==> src/rtl/thermometer_ramp_encoder_pkg.sv <==
// Shared types and helpers for the thermometer ramp encoder.
// Jump feature (THERMO_JUMP_EN) uses lvl2therm for the one-cycle load.
package thermo_pkg;

  typedef enum logic [1:0] {
    IDLE,
    RAMP_UP,
    RAMP_DOWN
  } thermo_state_t;

  // Thermometer code with lvl ones at the LSB end, saturated at width
  function automatic logic [63:0] lvl2therm(
    input int unsigned lvl,
    input int unsigned width
  );
    logic [63:0] r;
    if (lvl >= width) r = (64'd1 << width) - 64'd1;
    else r = (64'd1 << lvl) - 64'd1;
    return r;
  endfunction

endpackage

==> src/rtl/thermometer_ramp_encoder_if.sv <==
// Level-request handshake for the thermometer ramp encoder.
// Carries the jump strobe when THERMO_JUMP_EN is defined.
interface thermometer_ramp_encoder_if #(
  parameter int DATA_WIDTH = 8
);
  localparam int LVL_W = $clog2(DATA_WIDTH + 1);

  logic [LVL_W-1:0] levelIn;
  logic             levelValid;
  logic             levelReady;
`ifdef THERMO_JUMP_EN
  logic             jump;

  modport master (
    output levelIn, levelValid, jump,
    input  levelReady
  );
  modport slave (
    input  levelIn, levelValid, jump,
    output levelReady
  );
`else
  modport master (
    output levelIn, levelValid,
    input  levelReady
  );
  modport slave (
    input  levelIn, levelValid,
    output levelReady
  );
`endif
endinterface

==> src/rtl/thermometer_ramp_encoder_step.sv <==
// One-bit thermometer step: shift a one in (up) or a zero in (down).
// sat flags that the step would run past an end of the code.
module thermo_step_unit #(
  parameter int W = 8
) (
  input  logic [W-1:0] code,
  input  logic         dir,
  output logic [W-1:0] next,
  output logic         sat
);

  always_comb begin
    next = code;
    sat  = 1'b0;
    if (dir) begin
      next = {code[W-2:0], 1'b1};
      sat  = &code;
    end else begin
      next = {1'b0, code[W-1:1]};
      sat  = ~|code;
    end
  end

endmodule

==> src/rtl/thermometer_ramp_encoder.sv <==
// Binary level to thermometer code, ramping one bit per clock.
// Optional THERMO_JUMP_EN adds a one-cycle jump to the target.
module thermometer_ramp_encoder
  import thermo_pkg::*;
#(
  parameter int DATA_WIDTH = 8
) (
  input  logic                  clk,
  input  logic                  reset,
  thermometer_ramp_encoder_if.slave lvl_if,
  output logic [DATA_WIDTH-1:0] codeOut,
  output logic                  busy,
  output logic                  done,
  output logic                  clamped
);

  localparam int LVL_W = $clog2(DATA_WIDTH + 1);
  localparam logic [LVL_W-1:0] MAX_LVL = LVL_W'(DATA_WIDTH);

  thermo_state_t         state, state_n;
  logic [DATA_WIDTH-1:0] code_q, code_n, step_code;
  logic [LVL_W-1:0]      cur_lvl, lvl_n;
  logic [LVL_W-1:0]      tgt, tgt_n, in_tgt;
  logic                  done_n, clamped_q, clamped_n;
  logic                  over, dir, sat;

  assign over   = lvl_if.levelIn > MAX_LVL;
  assign in_tgt = over ? MAX_LVL : lvl_if.levelIn;
  assign dir    = (state == RAMP_UP);

  thermo_step_unit #(.W(DATA_WIDTH)) u_step (
    .code (code_q),
    .dir  (dir),
    .next (step_code),
    .sat  (sat)
  );

`ifdef THERMO_JUMP_EN
  logic [63:0] jump_full;
  assign jump_full = lvl2therm(32'(in_tgt), DATA_WIDTH);
`endif

  always_comb begin
    state_n   = state;
    code_n    = code_q;
    lvl_n     = cur_lvl;
    tgt_n     = tgt;
    done_n    = 1'b0;
    clamped_n = clamped_q;
    unique case (state)
      IDLE: begin
        if (lvl_if.levelValid) begin
          clamped_n = over;
          tgt_n     = in_tgt;
`ifdef THERMO_JUMP_EN
          if (lvl_if.jump) begin
            code_n = jump_full[DATA_WIDTH-1:0];
            lvl_n  = in_tgt;
            done_n = 1'b1;
          end else
`endif
          if (in_tgt > cur_lvl) state_n = RAMP_UP;
          else if (in_tgt < cur_lvl) state_n = RAMP_DOWN;
          else done_n = 1'b1;
        end
      end
      RAMP_UP, RAMP_DOWN: begin
        // Never shift past either end, even if tgt were corrupt
        if (sat) begin
          state_n = IDLE;
          done_n  = 1'b1;
        end else begin
          code_n = step_code;
          lvl_n  = dir ? cur_lvl + LVL_W'(1) : cur_lvl - LVL_W'(1);
          if (lvl_n == tgt) begin
            state_n = IDLE;
            done_n  = 1'b1;
          end
        end
      end
      default: state_n = IDLE;
    endcase
  end

  always_ff @(posedge clk) begin
    if (reset) begin
      state     <= IDLE;
      code_q    <= '0;
      cur_lvl   <= '0;
      tgt       <= '0;
      done      <= 1'b0;
      clamped_q <= 1'b0;
    end else begin
      state     <= state_n;
      code_q    <= code_n;
      cur_lvl   <= lvl_n;
      tgt       <= tgt_n;
      done      <= done_n;
      clamped_q <= clamped_n;
    end
  end

  assign lvl_if.levelReady = (state == IDLE) && !reset;
  assign codeOut = code_q;
  assign busy    = (state != IDLE);
  assign clamped = clamped_q;

endmodule
==> src/flat_wrapper.sv <==
// flat-port wrapper written by rule: the top's interface ports become plain ports
module thermometer_ramp_encoder_flat import thermo_pkg::*;
#(
  parameter int DATA_WIDTH = 8
)
  (clk, reset, codeOut, busy, done, clamped, lvl_if_levelIn, lvl_if_levelValid, lvl_if_levelReady);
  thermometer_ramp_encoder_if #(.DATA_WIDTH(DATA_WIDTH)) lvl_if_i ();
  input  logic clk;
  input  logic reset;
  output logic [DATA_WIDTH-1:0] codeOut;
  output logic busy;
  output logic done;
  output logic clamped;
  input wire logic [$bits(lvl_if_i.levelIn)-1:0] lvl_if_levelIn;
  input wire logic [$bits(lvl_if_i.levelValid)-1:0] lvl_if_levelValid;
  output wire logic [$bits(lvl_if_i.levelReady)-1:0] lvl_if_levelReady;
  assign lvl_if_i.levelIn = lvl_if_levelIn;
  assign lvl_if_i.levelValid = lvl_if_levelValid;
  assign lvl_if_levelReady = lvl_if_i.levelReady;
  thermometer_ramp_encoder #(.DATA_WIDTH(DATA_WIDTH)) u_core (.clk(clk), .reset(reset), .lvl_if(lvl_if_i), .codeOut(codeOut), .busy(busy), .done(done), .clamped(clamped));
endmodule
==> config.mk <==
export PLATFORM = sky130hd
export DESIGN_NAME = thermometer_ramp_encoder_flat
export DESIGN_NICKNAME = d
export VERILOG_FILES = /design/src/rtl/thermometer_ramp_encoder_pkg.sv /design/src/rtl/thermometer_ramp_encoder_if.sv /design/src/rtl/thermometer_ramp_encoder_step.sv /design/src/rtl/thermometer_ramp_encoder.sv /design/src/flat_wrapper.sv
export SDC_FILE = /design/constraint.sdc
export NUM_CORES = 1
export LEC_CHECK = 0
export CAP_MARGIN = 20
export CORE_ASPECT_RATIO = 0.6
export CORE_MARGIN = 4
export CORE_UTILIZATION = 40
export CTS_CLUSTER_SIZE = 40
export DETAILED_ROUTE_END_ITERATION = 10
export PLACE_DENSITY = 0.7
export SLEW_MARGIN = 20
export SYNTH_ARGS = -nofsm -noshare
export SYNTH_HDL_FRONTEND = slang
export SYNTH_SLANG_ARGS = --single-unit
==> constraint.sdc <==
create_clock -name clk -period 5.7 [get_ports clk]
set_input_delay 1.14 -clock clk [delete_from_list [all_inputs] [get_ports clk]]
set_output_delay 1.14 -clock clk [all_outputs]
set_load 0.05 [all_outputs]
=== Word-level counts from Yosys, hierarchy flattened ===
Cells that the tools add are included.
Widths: inputs -> output; s select.

* Mux-type cells: 16
* Add/sub/neg operators: 2
* $lt $le $gt $ge: 3
* Equal/unequal tests: 6
* Reduce and logical (&&, ||, !) cells: 11
* Bitwise gates (word level): 1

{| class="wikitable"
|+ Operator list
! kind !! count
|-
| $mux 2 || 5
|-
| $mux 4 || 2
|-
| $mux 8 || 1
|-
| $reduce_and 8->1 || 1
|-
| $reduce_or 8->1 || 1
|-
| $mux 1 || 6
|-
| $ne 3x1->1 const B || 2
|-
| $add 4x1->4 const B || 1
|-
| $eq 4x4->1 || 1
|-
| $gt 4x4->1 || 1
|-
| $gt 4x4->1 const B || 1
|-
| $lt 4x4->1 || 1
|-
| $pmux 2 s2 || 1
|-
| $reduce_and 2->1 || 2
|-
| $sub 4x1->4 const B || 1
|-
| $reduce_and 3->1 || 1
|-
| $eq 2x1->1 const B || 1
|-
| $eq 2x2->1 const B || 1
|-
| $logic_not 1->1 || 2
|-
| $logic_not 2->1 || 1
|-
| $ne 2x2->1 const B || 1
|-
| $pmux 1 s2 || 1
|-
| $reduce_bool 2->1 || 1
|-
| $reduce_or 2->1 || 1
|-
| other kinds (2) || 2
|}

* Output and inout bits: 12
* Register bits: 20
* Input port bits: 7
* Logic and storage cells: 45

=== Logic depth before layout (Yosys ltp) ===
Gate-level depths: netlist of the first run.

* Depth in word-level cells: 7
* Depth in mapped cells: 10
* Depth with buffers taken out: 9

=== By module ===
From an unflattened synthesis of the first run, not the netlist that was laid out.

* Cell total of the unflattened synthesis: 144
* Area, all modules: 1,231.2 µm²

{| class="wikitable"
|+ Modules (own cells, without submodules)
! module !! cells an instance !! times used !! area each (µm²) !! sequential area each (µm²)
|-
| thermometer_ramp_encoder || 129 || 1 || 1,081.0 || 400.4
|-
| thermo_step_unit || 15 || 1 || 150.1 || 0.0
|}

=== Worst setup path after synthesis of the first run ===
Ideal clock, no wire load.

* Kind: input to output
* Start point: in reset
* End point: out lvl_if_levelReady
* Arrival time: 1,834 ps
* Stages: 1
* Path buffers: 0
* Setup slack: 2,726 ps
* Cell sequence: nor2_1

* Cells in the longest elaborated chain, start to end: 2

{| class="wikitable"
|+ Ends and longest elaborated chain
! what !! line !! text
|-
| from (decl) || flat_wrapper.sv:9 || <nowiki>input logic reset;</nowiki>
|-
| $logic_not 1->1 || thermometer_ramp_encoder.sv:103 || <nowiki>assign lvl_if.levelReady = (state == IDLE) && !reset;</nowiki>
|-
| $logic_and 1x1->1 || thermometer_ramp_encoder.sv:103 ||
|-
| to (decl) || flat_wrapper.sv:16 || <nowiki>output wire logic [$bits(lvl_if_i.levelReady)-1:0] lvl_if_levelReady;</nowiki>
|}

No other way between the ends.

=== Worst setup path in the final report of the first run ===
Same ends and word-level chain as after synthesis.

==> Implementation_results.wiki, run 1 <==
{| class="wikitable"
! Metric !! Value
|-
| Run status || completed
|-
| Die Width || 79.5 um
|-
| Wire length of the first global-routing pass || 4440 um
|-
| Final hold slack || 482 ps
|-
| Detailed-route vias per instance || 4.89
|-
| Reported leakage power || 0.539 nW
|-
| Clock tree from TritonCTS || done
|-
| Combinational family with the most area after synthesis || simple AND/OR/NAND/NOR gates
|-
| Worst Path Class, Setup || in2out
|-
| Total chip power || 0.791 mW
|-
| Simple-Gate Fraction of Synth Area || 0.211
|-
| Core Area || 2910 um^2
|-
| Share of cells above drive strength 1 || 0.0588
|-
| Number of storage elements in the synthesis netlist || 20
|-
| Maximum achievable frequency || 237 MHz
|-
| Violation count after the first detailed-route iteration || 82
|-
| Share of async-settable or async-resettable flops after synthesis || 0
|-
| Setup repair after global routing missed its margin || false
|-
| Number of vias in the routed layout || 954
|-
| Port-buffer cells || 18
|-
| Highest ir drop seen on vdd || 0.000154 V
|-
| Cell count after synthesis || 136
|-
| Launching instance or port of the critical path || reset
|-
| Synthesis-to-layout area growth || 20.9%
|-
| Slew Viols, Final || 0
|-
| Clock root buffer || sky130_fd_sc_hd__clkbuf_8
|-
| Global route overflow || 0
|-
| Maximum number of pins on one net before global-route repair || 22
|-
| Buffers from clock root to sink, at most || 2
|-
| Commonest non-fill, non-tap cell in the layout || sky130_fd_sc_hd__nor2_1
|-
| Sink count of the clock tree || 20
|-
| Required time of the critical path || 4560 ps
|-
| Yosys top cell area share || 0.327
|-
| Most used cells in the layout excluding fill and tap cells || sky130_fd_sc_hd__nor2_1, sky130_fd_sc_hd__dfxtp_1, sky130_fd_sc_hd__clkdlybuf4s50_1
|-
| Share of synthesized cell area in full adder, half adder and majority cells || 0.108
|-
| GPL Wtd Cong || 0.845
|-
| CTS H-Tree Depth || 1
|-
| Max-capacitance violation count || 0
|-
| Residual DRC || 0
|-
| Crit path launch type || input pin
|-
| Fin crit share || 0.741
|-
| Antenna violations before repair || 0
|-
| Number of flops mapped to enable cells by yosys || 0
|-
| Detailed Routing Iterations Pass 1 || 4
|-
| Vias in the first global route || 974
|-
| Net Count, Synth || 153
|-
| Overall die area || 4040 um^2
|-
| Clock-pin slew on the worst setup and hold paths || 70 ps
|-
| Post-Route Setup TNS || 0 ps
|-
| Worst-case headroom to the max-slew limit || 0.494
|-
| Combined global-route utilization of all metal layers || 0.142
|-
| Source of the worst hold timing path || u_core.tgt[3]$_SDFFE_PP0P_
|-
| Post-DRT Antenna Nets || 0
|-
| Number of buffers inserted during clock tree synthesis || 3
|-
| Number of placement rows || 15
|-
| Effective utilization at floorplan || 0.422
|-
| Detailed-route wire length || 2490 um
|-
| Non-filler cells in the finished layout || 195
|-
| Detailed placement HPWL || 1930 um
|-
| # hold bufs at CTS || 0
|-
| Clock insertion delay at the later pin of the skew report || 250 ps
|-
| Ratio of total power to cell area || 533 nW/um^2
|-
| Placed insts || 191
|-
| Tmin final || 4220 ps
|-
| Worst-path maximum fanout || 21
|-
| Post-synthesis xor/xnor area fraction || 0.0622
|-
| Proportion of synthesized area in mux cells || 0.0898
|-
| Number of resized instances in the post-cts repair step || 0
|-
| WL per Instance || 12.7 um
|-
| Largest area contributor in the synthesized netlist || sky130_fd_sc_hd__dfxtp_1
|-
| Number of hold-slack violations in the final timing report || 0
|-
| Worst endpoint data arrival time || 3080 ps
|-
| Worst R2R Start || u_core.state[1]$_SDFFE_PP0P_
|-
| Height of the chip || 50.9 um
|-
| Count of different cell masters after synthesis || 37
|-
| Count of antenna diodes in the layout || 0
|-
| Average cell area after synthesis || 9.02 um^2
|-
| Fraction of the mapped netlist area in compound gates || 0.152
|-
| Class of the tightest hold or removal check || reg2reg
|-
| Syn. warnings || 0
|-
| Top post-synthesis cells by area || sky130_fd_sc_hd__dfxtp_1, sky130_fd_sc_hd__ha_1, sky130_fd_sc_hd__mux2i_1, sky130_fd_sc_hd__nor2_1, sky130_fd_sc_hd__a211oi_1
|-
| Actual slew at the worst max-slew pin || 758 ps
|-
| Maximum clock skew at final layout || 1.10 ps
|-
| Type of element capturing the critical path || output pin
|-
| NumNets Final || 171
|-
| Primary FF master, synth || sky130_fd_sc_hd__dfxtp_1
|-
| Number of buffers inserted by post-CTS setup repair || 0
|-
| Utilization after layout || 0.510
|-
| Num ports || 19
|-
| Share of the yosys chip area belonging to registers || 0.327
|-
| Final setup violation count || 0
|-
| Post-synthesis cell area || 1230 um^2
|}
-- sequential cells by signal, indices dropped and copies added, names as in the netlist --
register        flops
u_core.done         1
u_core.clamped      1
u_core.tgt          4
u_core.cur_lvl      4
u_core.state        2
u_core.codeOut      8
-- kinds of logic after synthesis --
family                     after synthesis
adders and majority gates               10
and+or+nand+nor                         50
buffers and inverters                   13
xor gates and xnor gates                 7
AOI/OAI and AO/OA                       25
DFF                                     20
muxes                                   11
-- final cells by class --
class                   count  area [um^2]
clock buffers               4         55.1
fillers                   272         1430
inverters                   8         30.0
multi-input cells         103          764
flip-flops and latches     20          400
well taps                  42         52.6
repair buffers             18          180
-- path summary, 6_finish.rpt --
check                                 end  slack (ps)  depth (start not counted)
max reg2reg  u_core.state[1]$_SDFFE_PP0P_        3160                          9
max                     lvl_if_levelReady        1480                          3
min reg2reg    u_core.tgt[3]$_SDFFE_PP0P_         480                          2
min            u_core.tgt[3]$_SDFFE_PP0P_         480                          2
-- power by group --
part           internal [mW]  switching, mW
sequential             0.175         0.0397
clock                 0.0614         0.0464
combinational          0.196          0.273
total                  0.432          0.359
-- critical path: stages --
cell	delay, ps
sky130_fd_sc_hd__clkdlybuf4s50_1	790
sky130_fd_sc_hd__nor2_1	310
sky130_fd_sc_hd__clkdlybuf4s50_1	850
-- per-stage QoR --
step / area (um^2) / worst slack [ps]
after detailed placement: 1430 / 1480
after CTS: 1480 / 1460
after global placement: 1430 / 1490
after global routing: 1480 / 1360
after floorplan: 1230 / 2730
final: 1480 / 1480
-- layer usage --
metal,global-route usage,vias to the layer above,share of wire
met1,0.189,426,0.52
met4,0.0286,0,0.0032
met3,0.0493,2,0.045
met2,0.223,12,0.44
met5,0,-,0
li1,-,514,-
-- synth_stat cells (2+ instances only) --
library cell and count:
sky130_fd_sc_hd__mux2i_1 11, sky130_fd_sc_hd__a211oi_1 8, sky130_fd_sc_hd__nand2_1 5, sky130_fd_sc_hd__a21oi_1 7
sky130_fd_sc_hd__dfxtp_1 20, sky130_fd_sc_hd__xnor2_1 6, sky130_fd_sc_hd__nor3_1 2, sky130_fd_sc_hd__nand2b_1 3
sky130_fd_sc_hd__clkbuf_1 2, sky130_fd_sc_hd__inv_1 8, sky130_fd_sc_hd__nand4_1 2, sky130_fd_sc_hd__nor2b_1 3
sky130_fd_sc_hd__nand3_1 5, sky130_fd_sc_hd__o21ai_0 3, sky130_fd_sc_hd__nor2_1 21, sky130_fd_sc_hd__ha_1 9
(Power assumes the default switching activity.)
==> run 2, diff against run 1 <==
PLACE_DENSITY = 0.73   (was 0.7)
clock period = 3.8 ns   (was 5.7 ns; I/O delays follow)
==> run 2 against run 1 <==
  * Combinational power increased by 50%
  * Total power increased by 47%
  * Clock power is 25% higher
  * Non-clock buffer count grew 1
  * Setup slack got worse by 630 ps
  * Highest routed layer unchanged
==> Implementation_results.wiki, run 2 (synthesis results as in run 1) <==
{| class="wikitable"
! Metric !! Value
|-
| Number of instances on the worst hold path || 2 (unchanged)
|-
| Maximum number of pins on one net before global-route repair || 21 (was 22)
|-
| Share of cells above drive strength 1 || 0.0588 (unchanged)
|-
| Flip-flop count of the largest register after layout || 8 (unchanged)
|-
| Setup repair after global routing missed its margin || false (unchanged)
|-
| Worst-case headroom to the max-slew limit || 0.482 (was 0.494)
|-
| Detailed-route wire length || 2540 um (was 2490 um)
|-
| Part of the power in registers || 0.276 (was 0.271)
|-
| Detailed placement HPWL || 1900 um (was 1930 um)
|-
| Required time of the critical path || 3040 ps (was 4560 ps)
|-
| Buffers from clock root to sink, at most || 2 (unchanged)
|-
| Residual DRC || 0 (unchanged)
|-
| Num ports || 19 (unchanged)
|-
| Worst-path maximum fanout || 3 (was 21)
|-
| Clock insertion delay at the later pin of the skew report || 250 ps (about the same)
|-
| Run status || completed (unchanged)
|-
| Sink count of the clock tree || 20 (unchanged)
|-
| Worst endpoint data arrival time || 2190 ps (was 3080 ps)
|-
| Combinational group share of total power || 0.608 (was 0.593)
|-
| Final setup violation count || 0 (unchanged)
|-
| Port-buffer cells || 18 (unchanged)
|-
| Terminating pin of the worst hold path || u_core.tgt[3]$_SDFFE_PP0P_ (unchanged)
|-
| Maximum clock skew at final layout || 4.58 ps (was 1.10 ps)
|-
| Antenna violations before repair || 0 (unchanged)
|-
| Critical path's slowest cell || sky130_fd_sc_hd__clkdlybuf4s50_1 (unchanged)
|-
| Wire length of the first global-routing pass || 4490 um (was 4440 um)
|-
| Violation count after the first detailed-route iteration || 28 (was 82)
|-
| Met1 track utilization from global routing || 0.194 (was 0.189)
|-
| Largest stage delay on the critical path || 840 ps (was 850 ps)
|-
| Reported net switching power || 0.534 mW (was 0.359 mW)
|-
| Global Route met2 Usage || 0.224 (was 0.223)
|-
| Setup Slack @ Placement || 809 ps (was 1480 ps)
|-
| Crit path launch type || input pin (unchanged)
|-
| Max-capacitance violation count || 0 (unchanged)
|-
| Global routing usage on met3 || 0.0475 (was 0.0493)
|-
| Most used cell along the critical path || sky130_fd_sc_hd__clkdlybuf4s50_1 (unchanged)
|-
| Commonest non-fill, non-tap cell in the layout || sky130_fd_sc_hd__nor2_1 (unchanged)
|-
| Overall die area || 4040 um^2 (unchanged)
|-
| R2r setup slk || 1280 ps (was 3160 ps)
|-
| Reg-to-reg critical path endpoint || u_core.cur_lvl[3]$_SDFFE_PP0P_ (was u_core.state[1]$_SDFFE_PP0P_)
|-
| Vias in the first global route || 968 (was 974)
|-
| Worst R2R Start || u_core.state[0]$_SDFFE_PP0P_ (was u_core.state[1]$_SDFFE_PP0P_)
|-
| Core Area || 2910 um^2 (unchanged)
|-
| Combined global-route utilization of all metal layers || 0.143 (was 0.142)
|-
| Number of resized instances in the post-cts repair step || 0 (unchanged)
|-
| Ratio of total power to cell area || 786 nW/um^2 (was 533 nW/um^2)
|-
| GPL Wtd Cong || 0.893 (was 0.845)
|-
| WL per Instance || 13.0 um (was 12.7 um)
|-
| # hold bufs at CTS || 0 (unchanged)
|-
| Number of hold-slack violations in the final timing report || 0 (unchanged)
|-
| Highest ir drop seen on vdd || 0.000298 V (was 0.000154 V)
|-
| Busiest layer in global routing || met2 (unchanged)
|-
| Post-DRT Antenna Nets || 0 (unchanged)
|-
| Fin worst setup slack || 847 ps (was 1480 ps)
|-
| CTS H-Tree Depth || 1 (unchanged)
|-
| Filler Cells Inserted || 276 (was 272)
|-
| Reported leakage power || 0.536 nW (was 0.539 nW)
|-
| Internal Pwr Total || 0.626 mW (was 0.432 mW)
|-
| Clock Power Share || 0.116 (was 0.136)
|-
| Most used cells in the layout excluding fill and tap cells || sky130_fd_sc_hd__nor2_1, sky130_fd_sc_hd__dfxtp_1, sky130_fd_sc_hd__clkdlybuf4s50_1 (unchanged)
|-
| Global route overflow || 0 (unchanged)
|-
| Clock root buffer || sky130_fd_sc_hd__clkbuf_8 (unchanged)
|-
| Count of antenna diodes in the layout || 0 (unchanged)
|-
| Clock tree from TritonCTS || done (unchanged)
|-
| Synthesis-to-layout area growth || 20.4% (was 20.9%)
|-
| Type of element capturing the critical path || output pin (unchanged)
|-
| Sw frac || 0.460 (was 0.454)
|-
| Height of the chip || 50.9 um (unchanged)
|-
| Clock-pin slew on the worst setup and hold paths || 70 ps (about the same)
|-
| Number of vias in the routed layout || 990 (was 954)
|-
| Effective utilization at floorplan || 0.422 (unchanged)
|-
| Detailed-route vias per instance || 5.08 (was 4.89)
|-
| Tmin final || 2950 ps
|-
| Die Width || 79.5 um (unchanged)
|-
| Worst-case reg-to-reg path depth || 8 (was 9)
|-
| Detailed Routing Iterations Pass 1 || 4 (unchanged)
|-
| Source of the worst hold timing path || u_core.tgt[3]$_SDFFE_PP0P_ (unchanged)
|-
| Class of the tightest hold or removal check || reg2reg (unchanged)
|-
| Number of placement rows || 15 (unchanged)
|-
| Post-Route Setup TNS || 0 ps (unchanged)
|-
| Maximum achievable frequency || 339 MHz
|-
| Cell breakdown of the critical path || clkdlybuf4s50_1, nor2_1, clkdlybuf4s50_1 (unchanged)
|-
| Actual slew at the worst max-slew pin || 777 ps (was 758 ps)
|-
| Number of buffers inserted by post-CTS setup repair || 0 (unchanged)
|-
| Slew Viols, Final || 0 (unchanged)
|-
| Number of buffers inserted during clock tree synthesis || 3 (unchanged)
|-
| NumNets Final || 172 (was 171)
|-
| Fin crit share || 0.777
|-
| Worst Path Class, Setup || in2out (unchanged)
|}
[run 2: worst max-delay path by stage]
stage / end / cells after the start / slack (ps) / from
4_1_cts: lvl_if_levelReady / 3 / 830 / reset
3_5_place_dp: u_core.state[0]$_SDFFE_PP0P_ / 8 / 810 / lvl_if_levelIn[3]
3_3_place_gp: lvl_if_levelReady / 3 / 860 / reset
6_report: lvl_if_levelReady / 3 / 850 / reset
2_1_floorplan: lvl_if_levelReady / 4 / 1420 / u_core.state[0]$_SDFFE_PP0P_
5_1_grt: lvl_if_levelReady / 3 / 750 / reset
[run 2: critical path: cells and delay by family]
kind	cells	cell delay (ps)
buffers and inverters	2	1260
and+or+nand+nor	1	170
[run 2: area by class of cell]
cell class,count,area [um^2],share of cell area
Multi-Input combinational cell,103,764,0.518
Sequential cell,20,400,0.271
Timing Repair Buffer,19,188,0.127
Tap cell,42,52.6,0.0356
Clock buffer,3,41.3,0.0280
Inverter,8,30.0,0.0203
[run 2: routing by layer]
| layer | part of all wire | wire (um) |
|---|---|---|
| met5 | 0 | 0 |
| met4 | 0.0032 | 8 |
| met3 | 0.039 | 98 |
| met2 | 0.43 | 1100 |
| met1 | 0.52 | 1330 |
[run 2: power by group through the flow]
stage               logic (mW)  registers, mW  clock network (mW)
global route             0.777          0.331               0.150
detailed placement       0.703          0.324                   0
floorplan                0.486          0.400                   0
finish                   0.705          0.320               0.135
CTS                      0.709          0.320               0.142
global placement         0.688          0.322                   0
[run 2: per-stage QoR]
step                      std cells  hold WS, ps  total power [mW]  area [um^2]   util
after floorplan                 136          453             0.886         1230      -
after global placement          192          466              1.01         1440  0.493
after detailed placement        192          468              1.03         1440  0.493
after CTS                       195          486              1.17         1480  0.508
after global routing            195          499              1.26         1480  0.508
final                           195          486              1.16         1480  0.508
==> run 3, diff against run 2 <==
PLACE_DENSITY = 0.7   (was 0.73)
clock period = 2.76 ns   (was 3.8 ns; I/O delays follow)
==> run 3 against run 2 <==
  * First-iteration DRC count grew to 2.7 times the previous value
  * Clock power is 66% higher
  * Total power is 45% higher
  * Setup slack worse by 590 ps
  * Routed wire length is 4.7% higher
  * Cell count is 2.1% higher
  * Critical path depth is 5 higher
==> Implementation_results.wiki, run 3 (synthesis results as in run 1) <==
{| class="wikitable"
! Metric !! Value
|-
| Run status || completed (unchanged)
|-
| Cell breakdown of the critical path || clkdlybuf4s50_1, nor2b_1, ha_1, a21o_1, a211oi_2, o21ai_0, a22oi_4, mux2i_1 (was clkdlybuf4s50_1, nor2_1, clkdlybuf4s50_1)
|-
| Count of antenna diodes in the layout || 0 (unchanged)
|-
| Core Area || 2910 um^2 (unchanged)
|-
| Detailed-route wire length || 2660 um (was 2540 um)
|-
| Filler Cells Inserted || 272 (was 276)
|-
| Cell area after layout || 1520 um^2 (was 1480 um^2)
|-
| Actual slew at the worst max-slew pin || 744 ps (was 777 ps)
|-
| Synthesis-to-layout area growth || 24.2% (was 20.4%)
|-
| Type of element capturing the critical path || flop (was output pin)
|-
| Crit path launch type || input pin (unchanged)
|-
| Detailed placement HPWL || 2030 um (was 1900 um)
|-
| Post-DRT Antenna Nets || 0 (unchanged)
|-
| Worst Path Class, Setup || in2reg (was in2out)
|-
| Clock root buffer || sky130_fd_sc_hd__clkbuf_8 (unchanged)
|-
| Required time of the critical path || 2940 ps (was 3040 ps)
|-
| Non-filler cells in the finished layout || 199 (was 195)
|-
| Maximum number of pins on one net before global-route repair || 21 (unchanged)
|-
| Combined global-route utilization of all metal layers || 0.146 (was 0.143)
|-
| Detailed-route vias per instance || 5.15 (was 5.08)
|-
| Maximum clock skew at final layout || 5.28 ps (was 4.58 ps)
|-
| Family with the most delay on the worst path || compound AO/OA/AOI/OAI gates (was buffers and inverters)
|-
| Maximum achievable frequency || 399 MHz
|-
| Detailed Routing Iterations Pass 1 || 4 (unchanged)
|-
| Reported leakage power || 0.565 nW (was 0.536 nW)
|-
| Vias in the first global route || 954 (was 968)
|-
| GPL Wtd Cong || 0.800 (was 0.893)
|-
| Number of placement rows || 15 (unchanged)
|-
| Most used cells in the layout excluding fill and tap cells || sky130_fd_sc_hd__nor2_1, sky130_fd_sc_hd__dfxtp_1, sky130_fd_sc_hd__clkdlybuf4s50_1 (unchanged)
|-
| Launching instance or port of the critical path || lvl_if_levelIn[3] (was reset)
|-
| Largest stage delay on the critical path || 500 ps (was 840 ps)
|-
| Share of cells above drive strength 1 || 0.0892 (was 0.0588)
|-
| Worst-case reg-to-reg path depth || 9 (was 8)
|-
| Placed insts || 195 (was 192)
|-
| Worst-case headroom to the max-slew limit || 0.504 (was 0.482)
|-
| Residual DRC || 0 (unchanged)
|-
| Highest ir drop seen on vdd || 0.000419 V (was 0.000298 V)
|-
| Placed Instance Area || 1470 um^2 (was 1440 um^2)
|-
| Clock-pin slew on the worst setup and hold paths || 80 ps (was 70 ps)
|-
| WP depth || 8 (was 3)
|-
| Critical path's slowest cell || sky130_fd_sc_hd__clkdlybuf4s50_1 (unchanged)
|-
| WL per Instance || 13.4 um (was 13.0 um)
|-
| Number of resized instances in the post-cts repair step || 0 (unchanged)
|-
| NumNets Final || 175 (was 172)
|-
| Port-buffer cells || 18 (unchanged)
|-
| Crit path to || u_core.state[1]$_SDFFE_PP0P_ (was lvl_if_levelReady)
|-
| Num ports || 19 (unchanged)
|-
| R2r setup slk || 420 ps (was 1280 ps)
|-
| CTS H-Tree Depth || 1 (unchanged)
|-
| Worst-path maximum fanout || 6 (was 3)
|-
| Sink count of the clock tree || 20 (unchanged)
|-
| Register area || 400 um^2 (unchanged)
|-
| Ratio of total power to cell area || 1100 nW/um^2 (was 786 nW/um^2)
|-
| Overall die area || 4040 um^2 (unchanged)
|-
| Tmin final || 2510 ps
|-
| Multi-input combinational cell area || 764 um^2 (unchanged)
|-
| Number of vias in the routed layout || 1025 (was 990)
|-
| Effective utilization at floorplan || 0.422 (unchanged)
|-
| Worst endpoint data arrival time || 2690 ps (was 2190 ps)
|-
| Crit path buf inv count || 1 (was 2)
|-
| Clock insertion delay at the later pin of the skew report || 260 ps (was 250 ps)
|-
| Final hold slack || 484 ps (was 486 ps)
|-
| Antenna violations before repair || 0 (unchanged)
|-
| Max-capacitance violation count || 0 (unchanged)
|-
| Class of the tightest hold or removal check || reg2reg (unchanged)
|-
| Final setup violation count || 0 (unchanged)
|-
| Buffers from clock root to sink, at most || 2 (unchanged)
|-
| Die Width || 79.5 um (unchanged)
|-
| Violation count after the first detailed-route iteration || 75 (was 28)
|-
| Clock tree from TritonCTS || done (unchanged)
|-
| # hold bufs at CTS || 0 (unchanged)
|-
| Height of the chip || 50.9 um (unchanged)
|-
| Global route overflow || 0 (unchanged)
|-
| Number of buffers inserted by post-CTS setup repair || 0 (unchanged)
|-
| Total chip power || 1.68 mW (was 1.16 mW)
|-
| Setup repair after global routing missed its margin || false (unchanged)
|-
| Flip-flop count of the largest register after layout || 8 (unchanged)
|-
| Reg-to-reg critical path endpoint || u_core.state[1]$_SDFFE_PP0P_ (was u_core.cur_lvl[3]$_SDFFE_PP0P_)
|-
| Fin crit share || 0.909
|-
| Number of hold-slack violations in the final timing report || 0 (unchanged)
|-
| Slew Viols, Final || 0 (unchanged)
|-
| Commonest non-fill, non-tap cell in the layout || sky130_fd_sc_hd__nor2_1 (unchanged)
|-
| Number of buffers inserted during clock tree synthesis || 3 (unchanged)
|-
| Worst R2R Start || u_core.state[1]$_SDFFE_PP0P_ (was u_core.state[0]$_SDFFE_PP0P_)
|-
| Wire length of the first global-routing pass || 4590 um (was 4490 um)
|}
==> run 3: worst min path at each step <==
| stage | from | end | slack, ps | cells after the start |
|---|---|---|---|---|
| after floorplan | u_core.tgt[3]$_SDFFE_PP0P_ | u_core.tgt[3]$_SDFFE_PP0P_ | 450 | 2 |
| after global placement | u_core.tgt[3]$_SDFFE_PP0P_ | u_core.tgt[3]$_SDFFE_PP0P_ | 470 | 2 |
| after detailed placement | u_core.tgt[3]$_SDFFE_PP0P_ | u_core.tgt[3]$_SDFFE_PP0P_ | 470 | 2 |
| after CTS | u_core.tgt[3]$_SDFFE_PP0P_ | u_core.tgt[3]$_SDFFE_PP0P_ | 480 | 2 |
| after global routing | u_core.tgt[3]$_SDFFE_PP0P_ | u_core.tgt[3]$_SDFFE_PP0P_ | 510 | 2 |
| final | u_core.tgt[3]$_SDFFE_PP0P_ | u_core.tgt[3]$_SDFFE_PP0P_ | 480 | 2 |
==> run 3: tightest hold or removal path, cell delays in order, from the launching register on <==
cell and delay [ps]:
sky130_fd_sc_hd__dfxtp_1 330, sky130_fd_sc_hd__nand2_1 60, sky130_fd_sc_hd__a21oi_1 50
==> run 3: metrics by stage <==
stage	setup TNS (ps)	util	setup slack (ps)
global route	0	0.523	142
detailed placement	-29.1	0.505	-29.1
CTS	0	0.523	241
global placement	0	0.505	146
floorplan	0	-	584
finish	0	0.523	253
==> run 3: cell type report <==
class | count | share of cell area
inverter | 8 | 0.0197
clock buffer | 4 | 0.0362
timing repair buffer | 22 | 0.145
multi-input combinational | 103 | 0.502
tap | 42 | 0.0345
sequential | 20 | 0.263
==> run 3: power by group <==
part | leakage (nW) | total (mW) | internal, mW | switching (mW)
sequential | 0.163 | 0.443 | 0.360 | 0.0826
combinational | 0.372 | 1.01 | 0.431 | 0.582
clock | 0.0288 | 0.224 | 0.127 | 0.0969
==> run 3: per-layer routing <==
layer | part of all wire | track usage | vias up
li1 | - | - | 521
met1 | 0.48 | 0.190 | 476
met2 | 0.46 | 0.230 | 22
met3 | 0.048 | 0.0511 | 6
met4 | 0.014 | 0.0400 | 0
met5 | 0 | 0 | -
